==> src/rtl/serial_pkg.sv <==
// Shared definitions for the serializer and the serial sequence detector bench.
package serial_pkg;

  typedef enum logic {
    IDLE  = 1'b0,
    SHIFT = 1'b1
  } ser_state_t;

  localparam int SER_WIDTH = 8;

endpackage : serial_pkg

==> src/rtl/bit_serializer.sv <==
// Parallel-to-serial converter with a one-entry holding register and frame counter.
// Frames stream back-to-back when the next word is already held at the last bit.
module bit_serializer
  import serial_pkg::*;
#(
  parameter int WIDTH = SER_WIDTH,
  parameter int CNT_W = 16
) (
  input  logic             clk,
  input  logic             rst,
  input  logic [WIDTH-1:0] data_in,
  input  logic             data_valid,
  output logic             data_ready,
  input  logic             lsb_first,
  output logic             ser_out,
  output logic             ser_valid,
  output logic             frame_start,
  output logic             busy,
  output logic [CNT_W-1:0] frame_count
);

  localparam int IDX_W = $clog2(WIDTH);
  localparam logic [IDX_W-1:0] LAST_IDX = IDX_W'(WIDTH - 1);

  ser_state_t       state, state_nx;
  logic [WIDTH-1:0] hold_data, hold_data_nx;
  logic             hold_lsb, hold_lsb_nx;
  logic             hold_full, hold_full_nx;
  logic [WIDTH-1:0] shreg, shreg_nx;
  logic             sh_lsb, sh_lsb_nx;
  logic [IDX_W-1:0] idx, idx_nx;
  logic [CNT_W-1:0] frame_count_nx;
  logic             ser_out_nx, ser_valid_nx, frame_start_nx, busy_nx, data_ready_nx;

  logic accept, last_bit, load;

  assign accept   = data_valid && data_ready;
  assign last_bit = (state == SHIFT) && (idx == LAST_IDX);
  // A held word is loaded either from idle or straight after the last bit, giving zero gap.
  assign load     = hold_full && ((state == IDLE) || last_bit);

  // NOTE: every signal gets a default before any branch so no path leaves it unassigned and
  // no latch is inferred.
  always_comb begin
    state_nx       = state;
    hold_data_nx   = hold_data;
    hold_lsb_nx    = hold_lsb;
    hold_full_nx   = hold_full;
    shreg_nx       = shreg;
    sh_lsb_nx      = sh_lsb;
    idx_nx         = idx;
    frame_count_nx = frame_count;

    if (state == SHIFT) begin
      idx_nx   = idx + IDX_W'(1);
      shreg_nx = sh_lsb ? (shreg >> 1) : (shreg << 1);
      if (last_bit) begin
        frame_count_nx = frame_count + CNT_W'(1);
        state_nx       = IDLE;
        idx_nx         = '0;
      end
    end

    if (load) begin
      state_nx     = SHIFT;
      shreg_nx     = hold_data;
      sh_lsb_nx    = hold_lsb;
      idx_nx       = '0;
      hold_full_nx = 1'b0;
    end

    // Accept and drain never coincide: data_ready is low whenever hold_full is set.
    if (accept) begin
      hold_data_nx = data_in;
      hold_lsb_nx  = lsb_first;
      hold_full_nx = 1'b1;
    end

    // The current bit always sits at the shifter's outgoing end, so outputs are registered.
    ser_valid_nx   = (state_nx == SHIFT);
    ser_out_nx     = ser_valid_nx && (sh_lsb_nx ? shreg_nx[0] : shreg_nx[WIDTH-1]);
    frame_start_nx = load;
    busy_nx        = ser_valid_nx || hold_full_nx;
    data_ready_nx  = !hold_full_nx;
  end

  // NOTE: sequential state uses non-blocking assignments so every register samples the
  // pre-edge values computed above, independent of statement order.
  always_ff @(posedge clk or posedge rst) begin
    if (rst) begin
      state       <= IDLE;
      hold_full   <= 1'b0;
      idx         <= '0;
      frame_count <= '0;
      data_ready  <= 1'b0;
      ser_out     <= 1'b0;
      ser_valid   <= 1'b0;
      frame_start <= 1'b0;
      busy        <= 1'b0;
    end else begin
      state       <= state_nx;
      hold_full   <= hold_full_nx;
      idx         <= idx_nx;
      frame_count <= frame_count_nx;
      data_ready  <= data_ready_nx;
      ser_out     <= ser_out_nx;
      ser_valid   <= ser_valid_nx;
      frame_start <= frame_start_nx;
      busy        <= busy_nx;
    end
  end

  // NOTE: word and shifter contents are left unreset; they are only observed while
  // hold_full or SHIFT qualifies them, and both of those are reset.
  always_ff @(posedge clk) begin
    hold_data <= hold_data_nx;
    hold_lsb  <= hold_lsb_nx;
    shreg     <= shreg_nx;
    sh_lsb    <= sh_lsb_nx;
  end

endmodule : bit_serializer

==> config.mk <==
export PLATFORM = sky130hd
export DESIGN_NAME = bit_serializer
export DESIGN_NICKNAME = d
export VERILOG_FILES = /design/src/rtl/serial_pkg.sv /design/src/rtl/bit_serializer.sv
export SDC_FILE = /design/constraint.sdc
export NUM_CORES = 1
export LEC_CHECK = 0
export ABC_AREA = 1
export CAP_MARGIN = 40
export CORE_MARGIN = 2
export CORE_UTILIZATION = 52
export CTS_CLUSTER_SIZE = 40
export DETAILED_ROUTE_END_ITERATION = 10
export PLACE_DENSITY = 0.8
export SLEW_MARGIN = 10
export SYNTH_ARGS = -nofsm -noshare
export SYNTH_HDL_FRONTEND = slang
export SYNTH_SLANG_ARGS = --single-unit
==> constraint.sdc <==
create_clock -name clk -period 2 [get_ports clk]
set_input_delay 0.3 -clock clk [delete_from_list [all_inputs] [get_ports clk]]
set_output_delay 0.3 -clock clk [all_outputs]
set_load 0.02 [all_outputs]
==> impl_metrics.toml <==
[route]
drt_first_pass_iters = 4
remaining_drc_errors = 0
vias = 1385
viasPerCell = 4.91
ant_nets = 0
post_drt_wl_per_cell_um = 11.8
route.final.wire_length_mm = 3.32
dr.first_iter.drc_count = 85

[final_layout]
final_common_cell = "nand2_1"
drive_above_1_share_pct = 9.40
final_util_pct = 66.6
n_antenna_cell = 0
layoutNonFillerInstCount = 282
final_cell_area_mm2 = 0.00240
syn2layout_area_growth_pct = 24.1
nets = 248
final_cell_mix = "nand2_1 (59), clkdlybuf4s50_1 (32), dfrtp_1 (25)"

[worst_setup_path]
path_buf_inv = 1
worstReg2RegStart = "idx[0]"
cp_max_fo = 8
crit_chain = "clkdlybuf4s50_1"
endpoint_kind = "output port"
cpLargestDelayFamily = "buffers and inverters"
slowest_stage = "clkdlybuf4s50_1"
crit_path_max_incr_delay_ns = 0.67
path_class = "flip-flop to output port"
required_ns = 1.70
crit_arrival_ns = 1.53
crit_path_start_kind = "flip-flop"
crit_path_start = "state"

[grt]
grt_max_degree = 26
grt_use_total_pct = 18.8
antenna_found_initial = 0
grt_pass1_vias = 1292
overflow = 0
grt_pass1_wl_mm = 5.91

[timing]
fin_crit_sh_pct = 91.4
slew_violations = 0
clock.fmax_ghz = 0.547
skew_ns = 0.00613
finalHoldViolCount = 0
maxSlewHeadroom_pct = 74.2
period_minus_slack_ns = 1.83
whs_ns = 0.342
rsz0062_at_grt = "false"
worstMarginPinSlew_ns = 0.387
setup_viol = 0
fin_setup_tns_ns = 0

[placement]
dp_hpwl_mm = 2.50
placed_cell_area_mm2 = 0.00231
placed_cells = 274
io_buffers = 32
routabilityCongestion = 0.856

[logic_synthesis]
synth_edf_count = 15
ys.flop_type = "dfrtp_1"
synth_seq_cells = 43
synth.avg_cell_area_um2 = 9.92
synthDistinctLibCells = 26
syn_inst = 195
syn-num-nets = 210
syn_area_mm2 = 0.00193
async_flop_share_pct = 58.1
yosys_warnings = 0
ys_seq_area_share_pct = 58.7

[power_and_ir_drop]
ir_drop_v = 0.000719
p_leak_uw = 0.00110
power_density_mw_per_mm2 = 1170

[clocking]
cts-hold-fix-buffers = 0
cts_tree = "built"
clk_latency_ns = 0.30
cts_resized = 0
h-tree-depth = 2
root_buffer = "clkbuf_8"
clockBufferDepth = 2
cts.sinks = 43
cts_setup_buffers = 0
clk_pin_slew_ns = 0.08
cts_buffers = 5

[floorplanning]
die_h_um = 65.0
rows = 22
core_area_mm2 = 0.00361
ios = 33
die_x_um = 65.0
die-area_mm2 = 0.00422
initial_core_util_pct = 53.6

[min_path]
holdCritPathClass = "input pin to async pin"

[outcome]
status = "complete, no violations"

[run]
drv_cap = 0
==> cells by family (layout without fill, tap and decap cells) <==
kind of cell	after synthesis	in the layout	share of synthesized area [%]
AND/OR/NAND/NOR	95	95	22.8
flip-flops	43	43	58.7
buffers and inverters	28	67	5.89
AO/OA/AOI/OAI	11	11	3.17
XOR/XNOR	10	10	4.92
multiplexers	5	5	2.59
adder cells (fa/ha/maj)	3	3	1.94
==> stage by stage <==
step | power (uW) | setup WS [ns]
after floorplan | 1960 | 0.547
after global placement | 2230 | 0.453
after detailed placement | 2270 | 0.341
after CTS | 2820 | 0.164
after global routing | 2990 | 0.112
final | 2810 | 0.171
==> worst register-to-register path, cell delays in order (launching register included) <==
cell and delay, ns:
dfrtp_1 0.40, ha_1 0.21, ha_1 0.25, inv_1 0.08, nand2_1 0.08, nand2_1 0.18, nand2_1 0.14, o21ai_0 0.20
==> routing by layer <==
| layer | wire (um) | global-route usage [%] |
|---|---|---|
| met4 | 64 | 7.18 |
| met5 | 0 | 0 |
| met3 | 177 | 5.21 |
| met1 | 1560 | 25.7 |
| met2 | 1520 | 28.5 |
==> cells in the mapped netlist, drive strengths merged (3+ instances only) <==
cell type / instances / area [um2]
nand4: 4 / 25.0
nand3: 7 / 35.0
nor2: 19 / 115
edfxtp: 15 / 450
inv: 26 / 97.6
mux2i: 5 / 50.1
dfrtp: 25 / 626
dfxtp: 3 / 60.1
nand2: 62 / 245
o21ai: 9 / 45.0
nor3: 3 / 20.0
xnor2: 4 / 35.0
ha: 3 / 37.5
xor2: 6 / 60.1
==> power breakdown <==
part           switching, uW  internal [uW]  total, uW
clock                    306            249        556
sequential               176           1180       1360
combinational            516            378        894
==> worst paths after layout <==
kind | slack [ns] | endpoint | cells past startpoint
setup / recovery | 0.17 | ser_valid | 1
hold reg to reg | 0.50 | idx[1] | 2
max in group asynchronous | 1.42 | frame_count[12] | 3
setup reg to reg | 0.29 | shreg[6] | 7
min in group clk | 0.50 | idx[1] | 2
hold / removal | 0.34 | frame_count[1] | 3
==> state kept, by name (all words and copies together), names as in the netlist <==
name	cells
busy	1
data_ready	1
frame_count	16
frame_start	1
hold_data	8
hold_full	1
hold_lsb	1
idx	3
ser_out	1
sh_lsb	1
shreg	8
state	1
==> area by class of cell <==
class                           count  area [um2]
Multi-Input combinational cell    124         684
Inverter                           26        97.6
Clock inverter                      3        25.0
Tap cell                           48        60.1
Clock buffer                        5        68.8
Sequential cell                    43        1140
Timing Repair Buffer               33         328
Fill cell                         287        1210
Note: power is estimated with default switching activity, not from simulation.
